==> src/rtl/legv8_pkg.sv <==
// Shared definitions for the LEGv8 instruction encoder: op selector, FSM states,
// opcode field constants and legal immediate ranges.
package legv8_pkg;

    typedef enum logic [3:0] {
        OP_ADDI  = 4'd0,
        OP_ADDS  = 4'd1,
        OP_SUBS  = 4'd2,
        OP_B     = 4'd3,
        OP_B_LT  = 4'd4,
        OP_CBZ   = 4'd5,
        OP_LDUR  = 4'd6,
        OP_LDURB = 4'd7,
        OP_STUR  = 4'd8,
        OP_STURB = 4'd9,
        OP_MOVZ  = 4'd10,
        OP_MOVK  = 4'd11
    } op_e;

    typedef enum logic [1:0] {
        ST_IDLE,
        ST_ENC,
        ST_HOLD
    } state_e;

    localparam logic [9:0]  OPC_ADDI  = 10'b1001000100;
    localparam logic [10:0] OPC_ADDS  = 11'b10101011000;
    localparam logic [10:0] OPC_SUBS  = 11'b11101011000;
    localparam logic [5:0]  OPC_B     = 6'b000101;
    localparam logic [7:0]  OPC_B_CND = 8'b01010100;
    localparam logic [7:0]  OPC_CBZ   = 8'b10110100;
    localparam logic [10:0] OPC_LDUR  = 11'b11111000010;
    localparam logic [10:0] OPC_LDURB = 11'b00111000010;
    localparam logic [10:0] OPC_STUR  = 11'b11111000000;
    localparam logic [10:0] OPC_STURB = 11'b00111000000;
    localparam logic [8:0]  OPC_MOVZ  = 9'b110100101;
    localparam logic [8:0]  OPC_MOVK  = 9'b111100101;

    localparam logic [4:0]  COND_LT   = 5'b01011;

    localparam int IMM12_MAX = 4095;
    localparam int IMM16_MAX = 65535;
    localparam int IMM9_MIN  = -256;
    localparam int IMM9_MAX  = 255;
    localparam int IMM19_MIN = -(1 << 18);
    localparam int IMM19_MAX = (1 << 18) - 1;
    localparam int IMM26_MIN = -(1 << 25);
    localparam int IMM26_MAX = (1 << 25) - 1;

    function automatic logic in_range(input logic signed [31:0] value, input int lo, input int hi);
        return (value >= lo) && (value <= hi);
    endfunction

endpackage

==> src/rtl/legv8_encoder_if.sv <==
// Request/response port of the LEGv8 encoder: master is the loader front end,
// slave is the encoder.
interface legv8_encoder_if #(parameter int ADDR_W = 64);

    logic              in_valid;
    logic              in_ready;
    logic [3:0]        in_op;
    logic [4:0]        in_rd;
    logic [4:0]        in_rn;
    logic [4:0]        in_rm;
    logic [31:0]       in_imm;
    logic [1:0]        in_hw;
    logic              out_valid;
    logic              out_ready;
    logic [31:0]       out_word;
    logic [ADDR_W-1:0] out_addr;
    logic              err;
    logic              err_flag;

    modport master (
        output in_valid, in_op, in_rd, in_rn, in_rm, in_imm, in_hw, out_ready,
        input  in_ready, out_valid, out_word, out_addr, err, err_flag
    );

    modport slave (
        input  in_valid, in_op, in_rd, in_rn, in_rm, in_imm, in_hw, out_ready,
        output in_ready, out_valid, out_word, out_addr, err, err_flag
    );

endinterface

==> src/rtl/legv8_pack.sv <==
// Combinational field packer: builds the 32-bit LEGv8 word for one request and
// flags illegal ops or out-of-range immediates.
module legv8_pack
    import legv8_pkg::*;
(
    input  logic [3:0]         op,
    input  logic [4:0]         rd,
    input  logic [4:0]         rn,
    input  logic [4:0]         rm,
    input  logic signed [31:0] imm,
    input  logic [1:0]         hw,
    output logic [31:0]        word,
    output logic               illegal
);

    op_e op_sel;

    assign op_sel = op_e'(op);

    // Fields an op does not use stay zero because each arm builds the full word.
    always_comb begin
        word    = '0;
        illegal = 1'b0;
        case (op_sel)
            OP_ADDI: begin
                illegal = !in_range(imm, 0, IMM12_MAX);
                word    = {OPC_ADDI, imm[11:0], rn, rd};
            end
            OP_ADDS: word = {OPC_ADDS, rm, 6'b0, rn, rd};
            OP_SUBS: word = {OPC_SUBS, rm, 6'b0, rn, rd};
            OP_B: begin
                illegal = !in_range(imm, IMM26_MIN, IMM26_MAX);
                word    = {OPC_B, imm[25:0]};
            end
            OP_B_LT: begin
                illegal = !in_range(imm, IMM19_MIN, IMM19_MAX);
                word    = {OPC_B_CND, imm[18:0], COND_LT};
            end
            OP_CBZ: begin
                illegal = !in_range(imm, IMM19_MIN, IMM19_MAX);
                word    = {OPC_CBZ, imm[18:0], rd};
            end
            OP_LDUR, OP_LDURB, OP_STUR, OP_STURB: begin
                illegal = !in_range(imm, IMM9_MIN, IMM9_MAX);
                case (op_sel)
                    OP_LDUR:  word = {OPC_LDUR,  imm[8:0], 2'b00, rn, rd};
                    OP_LDURB: word = {OPC_LDURB, imm[8:0], 2'b00, rn, rd};
                    OP_STUR:  word = {OPC_STUR,  imm[8:0], 2'b00, rn, rd};
                    default:  word = {OPC_STURB, imm[8:0], 2'b00, rn, rd};
                endcase
            end
            OP_MOVZ, OP_MOVK: begin
                illegal = !in_range(imm, 0, IMM16_MAX);
                word    = {(op_sel == OP_MOVZ) ? OPC_MOVZ : OPC_MOVK, hw, imm[15:0], rd};
            end
            default: illegal = 1'b1;
        endcase
    end

endmodule

==> src/rtl/legv8_encoder.sv <==
// LEGv8 instruction encoder: accepts one request, encodes it, and offers the word
// with an auto-incrementing byte address until the consumer takes it.
module legv8_encoder
    import legv8_pkg::*;
#(
    parameter int                ADDR_W    = 64,
    parameter logic [ADDR_W-1:0] BASE_ADDR = '0
) (
    input  logic            clk,
    input  logic            reset,
    input  logic            clear,
    legv8_encoder_if.slave  bus
);

    state_e             state;
    state_e             next_state;

    logic [3:0]         req_op;
    logic [4:0]         req_rd;
    logic [4:0]         req_rn;
    logic [4:0]         req_rm;
    logic signed [31:0] req_imm;
    logic [1:0]         req_hw;

    logic [31:0]        packed_word;
    logic               illegal;

    logic [31:0]        word_q;
    logic [ADDR_W-1:0]  addr_q;
    logic               err_q;
    logic               err_flag_q;

    legv8_pack u_pack (
        .op      (req_op),
        .rd      (req_rd),
        .rn      (req_rn),
        .rm      (req_rm),
        .imm     (req_imm),
        .hw      (req_hw),
        .word    (packed_word),
        .illegal (illegal)
    );

    always_ff @(posedge clk or posedge reset) begin
        if (reset) begin
            state <= ST_IDLE;
        end else begin
            state <= next_state;
        end
    end

    // clear wins over every handshake, dropping any word still waiting in HOLD.
    always_comb begin
        next_state = state;
        if (clear) begin
            next_state = ST_IDLE;
        end else begin
            case (state)
                ST_IDLE: if (bus.in_valid) next_state = ST_ENC;
                ST_ENC:  next_state = illegal ? ST_IDLE : ST_HOLD;
                ST_HOLD: if (bus.out_ready) next_state = ST_IDLE;
                default: next_state = ST_IDLE;
            endcase
        end
    end

    always_comb begin
        bus.in_ready  = (state == ST_IDLE);
        bus.out_valid = (state == ST_HOLD);
    end

    always_ff @(posedge clk or posedge reset) begin
        if (reset) begin
            req_op  <= '0;
            req_rd  <= '0;
            req_rn  <= '0;
            req_rm  <= '0;
            req_imm <= '0;
            req_hw  <= '0;
        end else if (!clear && state == ST_IDLE && bus.in_valid) begin
            req_op  <= bus.in_op;
            req_rd  <= bus.in_rd;
            req_rn  <= bus.in_rn;
            req_rm  <= bus.in_rm;
            req_imm <= bus.in_imm;
            req_hw  <= bus.in_hw;
        end
    end

    // The address only moves on a completed transfer, so rejected requests leave it alone.
    always_ff @(posedge clk or posedge reset) begin
        if (reset) begin
            word_q     <= '0;
            addr_q     <= BASE_ADDR;
            err_q      <= 1'b0;
            err_flag_q <= 1'b0;
        end else if (clear) begin
            addr_q     <= BASE_ADDR;
            err_q      <= 1'b0;
            err_flag_q <= 1'b0;
        end else begin
            err_q <= (state == ST_ENC) && illegal;
            if (state == ST_ENC && illegal) begin
                err_flag_q <= 1'b1;
            end
            if (state == ST_ENC && !illegal) begin
                word_q <= packed_word;
            end
            if (state == ST_HOLD && bus.out_ready) begin
                addr_q <= addr_q + ADDR_W'(4);
            end
        end
    end

    assign bus.out_word = word_q;
    assign bus.out_addr = addr_q;
    assign bus.err      = err_q;
    assign bus.err_flag = err_flag_q;

endmodule

==> src/flat_wrapper.sv <==
// flat-port wrapper written by rule: the top's interface ports become plain ports
module legv8_encoder_flat import legv8_pkg::*;
#(
    parameter int                ADDR_W    = 64,
    parameter logic [ADDR_W-1:0] BASE_ADDR = '0
)
  (clk, reset, clear, bus_in_valid, bus_in_op, bus_in_rd, bus_in_rn, bus_in_rm, bus_in_imm, bus_in_hw, bus_out_ready, bus_in_ready, bus_out_valid, bus_out_word, bus_out_addr, bus_err, bus_err_flag);
  legv8_encoder_if #(.ADDR_W(ADDR_W)) bus_i ();
  input  logic clk;
  input  logic reset;
  input  logic clear;
  input wire logic [$bits(bus_i.in_valid)-1:0] bus_in_valid;
  input wire logic [$bits(bus_i.in_op)-1:0] bus_in_op;
  input wire logic [$bits(bus_i.in_rd)-1:0] bus_in_rd;
  input wire logic [$bits(bus_i.in_rn)-1:0] bus_in_rn;
  input wire logic [$bits(bus_i.in_rm)-1:0] bus_in_rm;
  input wire logic [$bits(bus_i.in_imm)-1:0] bus_in_imm;
  input wire logic [$bits(bus_i.in_hw)-1:0] bus_in_hw;
  input wire logic [$bits(bus_i.out_ready)-1:0] bus_out_ready;
  output wire logic [$bits(bus_i.in_ready)-1:0] bus_in_ready;
  output wire logic [$bits(bus_i.out_valid)-1:0] bus_out_valid;
  output wire logic [$bits(bus_i.out_word)-1:0] bus_out_word;
  output wire logic [$bits(bus_i.out_addr)-1:0] bus_out_addr;
  output wire logic [$bits(bus_i.err)-1:0] bus_err;
  output wire logic [$bits(bus_i.err_flag)-1:0] bus_err_flag;
  assign bus_i.in_valid = bus_in_valid;
  assign bus_i.in_op = bus_in_op;
  assign bus_i.in_rd = bus_in_rd;
  assign bus_i.in_rn = bus_in_rn;
  assign bus_i.in_rm = bus_in_rm;
  assign bus_i.in_imm = bus_in_imm;
  assign bus_i.in_hw = bus_in_hw;
  assign bus_i.out_ready = bus_out_ready;
  assign bus_in_ready = bus_i.in_ready;
  assign bus_out_valid = bus_i.out_valid;
  assign bus_out_word = bus_i.out_word;
  assign bus_out_addr = bus_i.out_addr;
  assign bus_err = bus_i.err;
  assign bus_err_flag = bus_i.err_flag;
  legv8_encoder #(.ADDR_W(ADDR_W), .BASE_ADDR(BASE_ADDR)) u_core (.clk(clk), .reset(reset), .clear(clear), .bus(bus_i));
endmodule
==> config.mk <==
export PLATFORM = sky130hd
export DESIGN_NAME = legv8_encoder_flat
export DESIGN_NICKNAME = d
export VERILOG_FILES = /design/src/rtl/legv8_pkg.sv /design/src/rtl/legv8_encoder_if.sv /design/src/rtl/legv8_pack.sv /design/src/rtl/legv8_encoder.sv /design/src/flat_wrapper.sv
export SDC_FILE = /design/constraint.sdc
export NUM_CORES = 1
export LEC_CHECK = 0
export ABC_AREA = 1
export BUFFER_PORTS_ARGS = -buffer_cell sky130_fd_sc_hd__buf_2
export CORE_MARGIN = 4
export CORE_UTILIZATION = 57
export CTS_CLUSTER_DIAMETER = 60
export CTS_CLUSTER_SIZE = 24
export DETAILED_ROUTE_END_ITERATION = 10
export GPL_ROUTABILITY_DRIVEN = 0
export PLACE_DENSITY_LB_ADDON = 0.2
export SETUP_SLACK_MARGIN = 0.1
export SLEW_MARGIN = 15
export SYNTH_ARGS = -nofsm -noshare
export SYNTH_HDL_FRONTEND = slang
export SYNTH_SLANG_ARGS = --single-unit
==> constraint.sdc <==
create_clock -name clk -period 6.39 [get_ports clk]
set_input_delay 0.9585 -clock clk [delete_from_list [all_inputs] [get_ports clk]]
set_output_delay 0.9585 -clock clk [all_outputs]
set_load 0.005 [all_outputs]
==> results.txt, run 1 <==
Synthesis-stage register bit count: 151
Post-place setup slack: 2750 ps
Period utilization: 0.502
Kind of critical path: primary input to flop
Hold crit path type: flop to flop
Final HPWL DP: 18,700 µm
Clock power frac: 0.338
Global-route wire length before repair: 41,400 µm
DR vias: 9,108
Setup crit end kind: flop
CTS tree: yes
Final setup fails: 0
CP bufs+invs: 3
Register-to-Register Path Depth: 8
Worst-path clk slew: 60 ps
Hold Path Depth: 2
Die Wd: 133 µm
Share of the synthesized area in the top cell type: 0.423
Clock sink count: 151
Area contributors post-synth: dfrtp_1, nand2_1, nor2_1, inv_1, nand4_1
Int Pwr: 1.93 mW
FFs w/ async S/R, synth: 1.00
Post-CTS Resized: 0
Yosys top cell by area: dfrtp_1
Layout Nets: 1,489
Pwr Density: 279 nW/µm²
Fmax: 312 MHz
Pre-antenna DRT Iters: 8
WL/cell: 15.2 µm
CORE AREA: 15,300 µm²
Min-delay src: u_core.bus.out_word[14]
CP Max Fanout: 59
Max Slew Vio Count: 0
Total Wirelength: 25,000 µm
Max Cap Violations: 0
Post-Syn Instances: 1,291
Ports: 158
Port bufs: 155
Design Power: 2.89 mW
CP Launch Type: primary input
DRT antenna net count: 0
WP depth: 8
Switching pwr: 0.965 mW
Syn_area_per_cell: 6.92 µm²
Site Rows: 45
Setup TNS Final: 0 ps
Lkg Pwr: 5.21 nW
Layout Skew: 9.84 ps
Worst Path Arrival: 3520 ps
Antenna violations before repair: 1
Main synth FF type: dfrtp_1
Netlist cell types: 44
Status: finished, final reports clean
Crit. Startpoint: clear
Final worst slack: 3180 ps
H-tree depth: 4
Vias per inst: 5.52
ANT cells: 0
Maximum VDD drop: 0.205 mV
Die ar.: 17,700 µm²
Reg2reg start: u_core.req_op[3]
1st-iter DRT viols: 826
Critical-path cell list: buf_2 > inv_2 > nand2_1 > nor2_2 > buf_4 > nand4_2 > nand2_1 > nand2_1
Final Hold Viols: 0
Vias in the first global route: 8,477
Worst path max stage delay: 750 ps
Clk_lat worst skew: 430 ps
Final non-filler cell total: 1,649
Slew HR: 0.280
Total global-route track usage: 0.287
TritonCTS Buffers: 17
Clk buf depth: 2
Slew @ Worst Pin: 1080 ps
Area Overhead vs Synth: 16.0%
Gr ovfl total: 0
Cells after DPL: 1,618
Min cycle time layout: 3210 ps
CP dominant cell by count: nand2_1
Top delay family on crit path: simple AND/OR/NAND/NOR gates
Most common cell after layout, fill and taps aside: nand2_1
DRC viols: 0
RSZ-0062 raised after global routing: no
Cts hold-fix bufs: 0
Layout cell share with drive strength beyond 1: 0.166
Largest net degree at the start of global routing: 84
Initial Util: 0.586
Required time of the critical path: 6700 ps
Part of the power in registers: 0.437
Slowest stage cell, crit path: inv_2
Register area share after synthesis: 0.423
YS warnings: 0
Commonest cells after routing, fill and taps aside: nand2_1, nor2_1, buf_2, dfrtp_1, inv_1
Comb pwr share: 0.224
Post-CTS setup repair buffer count: 0
Die H: 133 µm
Sw frac: 0.333
Number of enable flip-flop cells after synthesis: 0
Mapped Area: 8930 µm²
Clock root cell: clkbuf_16
==> path summary, 6_finish.rpt <==
kind                                                end  slack (ps)
worst max-delay path             u_core.bus.out_word[1]        3180
worst min-delay path            u_core.bus.out_word[14]         470
worst max register to register   u_core.bus.out_word[1]        3220
worst min register to register  u_core.bus.out_word[14]         470
max in group asynchronous       u_core.bus.out_addr[53]        4390
min in group asynchronous       u_core.bus.out_addr[16]         650
==> flip-flops by register name, summed over array words and instances (netlist names) <==
register	count
u_core.req_hw	2
u_core.req_rn	5
u_core.req_op	4
u_core.req_rd	5
u_core.bus.out_addr	62
u_core.bus.out_word	32
u_core.state	2
u_core.bus.err	1
u_core.req_imm	32
u_core.req_rm	5
u_core.bus.err_flag	1
==> worst min-delay path, stage by stage, from the launching register on <==
cell     delay (ps)
dfrtp_1         340
nand2_1          50
nand2_1          50
==> cell type report <==
class,count,area [µm²]
inverter,148,561
clock buffer,19,443
clock inverter,12,129
fill,1342,4900
multi-input combinational,950,4390
timing repair buffer,158,798
tap,211,264
sequential,151,3780
==> power groups by stage <==
| stage | sequential (mW) | combinational (mW) | clock (mW) |
|---|---|---|---|
| 2_1_floorplan | 1.23 | 0.439 | 0 |
| 3_3_place_gp | 1.28 | 0.627 | 0 |
| 3_5_place_dp | 1.28 | 0.642 | 0 |
| 4_1_cts | 1.26 | 0.645 | 0.989 |
| 5_1_grt | 1.28 | 0.737 | 1.03 |
| 6_report | 1.27 | 0.649 | 0.979 |
==> per-stage QoR <==
step                hold slack (ps)   util  cell area (µm²)
floorplan                       449      -             8940
global placement                454  0.642             9790
detailed placement              459  0.642             9790
CTS                             474  0.679            10400
global route                    501  0.679            10400
finish                          472  0.679            10400
==> cells by family (layout without fill, tap and decap cells) <==
kind of cell             count (synthesis)  count (layout)  share of synthesized area
AO/OA/AOI/OAI                          156             156                     0.0924
XOR/XNOR                                 1               1                   0.000980
adder cells (fa/ha/maj)                  5               5                    0.00700
buffers and inverters                  191             337                     0.0865
flip-flops                             151             151                      0.423
other                                    1               2                   0.000420
AND/OR/NAND/NOR                        786             786                      0.390
==> layer usage <==
metal | track usage | vias up | part of all wire
met5 | 0 | - | 0.00032
met4 | 0.163 | 2 | 0.051
met3 | 0.0498 | 101 | 0.073
met2 | 0.474 | 419 | 0.48
met1 | 0.357 | 4151 | 0.39
li1 | - | 4435 | -
==> cells in the mapped netlist (12+ instances only) <==
cell type  instances
dfrtp_1          151
buf_2             15
o21ai_0           70
a31oi_1           12
clkbuf_1          18
inv_1            139
nand4_1           72
nand3_1           61
nand2_1          422
a21oi_1           55
nor3_1            27
nor2_1           157
No activity file was read; power rests on OpenSTA's default activity.
==> run 2, diff against run 1 <==
Settings changed: CORE_UTILIZATION 57 to 51.
Clock period 6.39 ns to 2.9 ns, I/O delays scaled along.
==> run 2 against run 1 <==
- clock skew down 1.8 ps
- sequential cell count unchanged
- worst setup slack worse by 2500 ps
- sequential power up 120%
- worst hold slack worse by 280 ps
- critical path depth up 3
- core utilization down 7.2 points
- design area up 1.1%
- clock power up 120%
- sequential share of layout area down 0.38 points
==> results.txt, run 2 (synthesis gave the netlist of run 1 again) <==
Antenna violations before repair: 0 (-1)
Gr ovfl total: 0 (unchanged)
CP bufs+invs: 4 (+1)
Global-route wire length before repair: 43,300 µm (+4.5%)
Site Rows: 48 (+6.7%)
Slowest stage cell, crit path: dfrtp_1
Setup crit end kind: flop
Grt met2 use: 0.454 (-0.0197)
Final Hold Viols: 0 (unchanged)
H-tree depth: 4 (unchanged)
Critical-path cell list: inv_1 > ha_1 > inv_1 > nor2_2 > buf_4 > inv_1 > o21ai_0 > nor2_1 > a21oi_1 > nand4_1 > nand2_1
Cts hold-fix bufs: 0 (unchanged)
Worst path max stage delay: 400 ps (-350 ps)
CP Max Fanout: 22 (-63%)
Number of flip-flops in the largest register: 62 (unchanged)
Vias per inst: 5.42 (-1.9%)
Initial Util: 0.518 (-0.0672)
Worst-path clk slew: 60 ps (about the same)
Slew @ Worst Pin: 834 ps (-246 ps)
CTS tree: yes
Clk_lat worst skew: 430 ps (about the same)
Register area: 3780 µm² (unchanged)
TritonCTS Buffers: 17 (unchanged)
Clk buf depth: 2 (unchanged)
Slew HR: 0.444 (+0.164)
Ports: 158 (unchanged)
Layout cell share with drive strength beyond 1: 0.169 (+0.00323)
GR peak layer: met2
Final HPWL DP: 19,700 µm (+5.3%)
Setup TNS Final: 0 ps (unchanged)
Worst Path Arrival: 2600 ps (-920 ps)
Status: finished, final reports clean
Fmax: 449 MHz
Post-placement cell area: 9900 µm² (+1.1%)
DRC viols: 0 (unchanged)
Max Slew Vio Count: 0 (unchanged)
1st-iter DRT viols: 856 (+3.6%)
Pwr Density: 616 nW/µm² (+120%)
Largest net degree at the start of global routing: 152 (+81%)
Most common cell after layout, fill and taps aside: nand2_1
Die H: 140 µm (+5.4%)
Pre-antenna DRT Iters: 6 (-2)
Clock root cell: clkbuf_16
Top delay family on crit path: buffers and inverters
Period utilization: 0.768
CORE AREA: 17,200 µm² (+13%)
DR vias: 9,052 (-0.61%)
Layout Nets: 1,498 (+0.60%)
Vias in the first global route: 8,696 (+2.6%)
Maximum VDD drop: 0.459 mV (+120%)
Worst R2R Setup Slack: 670 ps (-2550 ps)
Kind of critical path: flop to flop
Area Overhead vs Synth: 17.2%
Commonest cells after routing, fill and taps aside: nand2_1, nor2_1, buf_2, dfrtp_1, inv_1
Max Cap Violations: 0 (unchanged)
Clock sink count: 151 (unchanged)
Design Power: 6.46 mW (+120%)
Post-CTS setup repair buffer count: 0 (unchanged)
Fin area: 10,500 µm² (+1.1%)
RSZ-0062 raised after global routing: no
Final setup fails: 0 (unchanged)
DRT antenna net count: 0 (unchanged)
Layout Skew: 8.05 ps (-1.79 ps)
WL/cell: 15.8 µm (+4.0%)
Min cycle time layout: 2230 ps
CP Launch Type: flop
Port bufs: 155 (unchanged)
Required time of the critical path: 3270 ps (-3430 ps)
Multi-input gate area: 4390 µm² (unchanged)
Post-CTS Resized: 0 (unchanged)
Hold crit path type: primary input to flop
Total Wirelength: 26,300 µm (+5.4%)
CP dominant cell by count: inv_1
Met3 usage: 0.0444 (-0.00547)
ANT cells: 0 (unchanged)
Die Wd: 140 µm (+5.4%)
Lkg Pwr: 5.26 nW (+1.0%)
M1 GR Usage: 0.341 (-0.0160)
Die ar.: 19,700 µm² (+11%)
Fillers: 1,655 (+23%)
Total global-route track usage: 0.270 (-0.0168)
run 2: cell count changes in the layout (fill, tap and decap cells not counted), sizes merged:
| cell | previous run | this run |
|---|---|---|
| buf | 158 | 167 |
| clkbuf | 19 | 23 |
| clkinv | 7 | 4 |
| clkinvlp | 3 | 2 |
| inv | 148 | 147 |
run 2: final cells by class:
cell class / count / area share
well taps: 225 / 0.0269
clock inverters: 7 / 0.00908
multi-input cells: 950 / 0.419
inverters: 148 / 0.0534
repair buffers: 167 / 0.0851
clock buffers: 23 / 0.0456
flip-flops and latches: 151 / 0.361
run 2: worst paths after layout:
path / startpoint / endpoint / cells past startpoint
worst min register to register: u_core.bus.out_word[8] / u_core.bus.out_word[8] / 2
max in group asynchronous: reset / u_core.req_imm[16] / 3
min in group asynchronous: reset / u_core.bus.out_addr[15] / 3
worst max-delay path: u_core.req_op[2] / u_core.bus.out_word[15] / 11
worst min-delay path: bus_in_imm[22] / u_core.req_imm[22] / 3
worst max register to register: u_core.req_op[2] / u_core.bus.out_word[15] / 11
run 2: power by group:
part	leakage, nW	internal [mW]	total, mW	switching, mW
logic	2.98	0.535	1.47	0.931
registers	2.00	2.46	2.79	0.325
clock network	0.279	1.33	2.20	0.877
run 2: per-stage QoR:
stage	hold WS (ps)	utilization	std cells	worst slack (ps)
after global placement	455	0.574	1641	780
after detailed placement	458	0.574	1641	726
final	191	0.608	1671	672
after floorplan	449	-	1292	562
after global routing	199	0.608	1671	400
after CTS	188	0.608	1671	701
run 2: layer usage:
layer	wire length [µm]	share of wire
met1	10700	0.41
met2	12700	0.48
met3	1820	0.069
met4	1090	0.041
met5	0	0
run 2: worst register-to-register path, cell delays in order (launching register included):
cell	delay, ps
dfrtp_1	400
inv_1	110
ha_1	330
inv_1	120
nor2_2	140
buf_4	270
inv_1	150
o21ai_0	180
nor2_1	60
a21oi_1	180
nand4_1	130
nand2_1	100
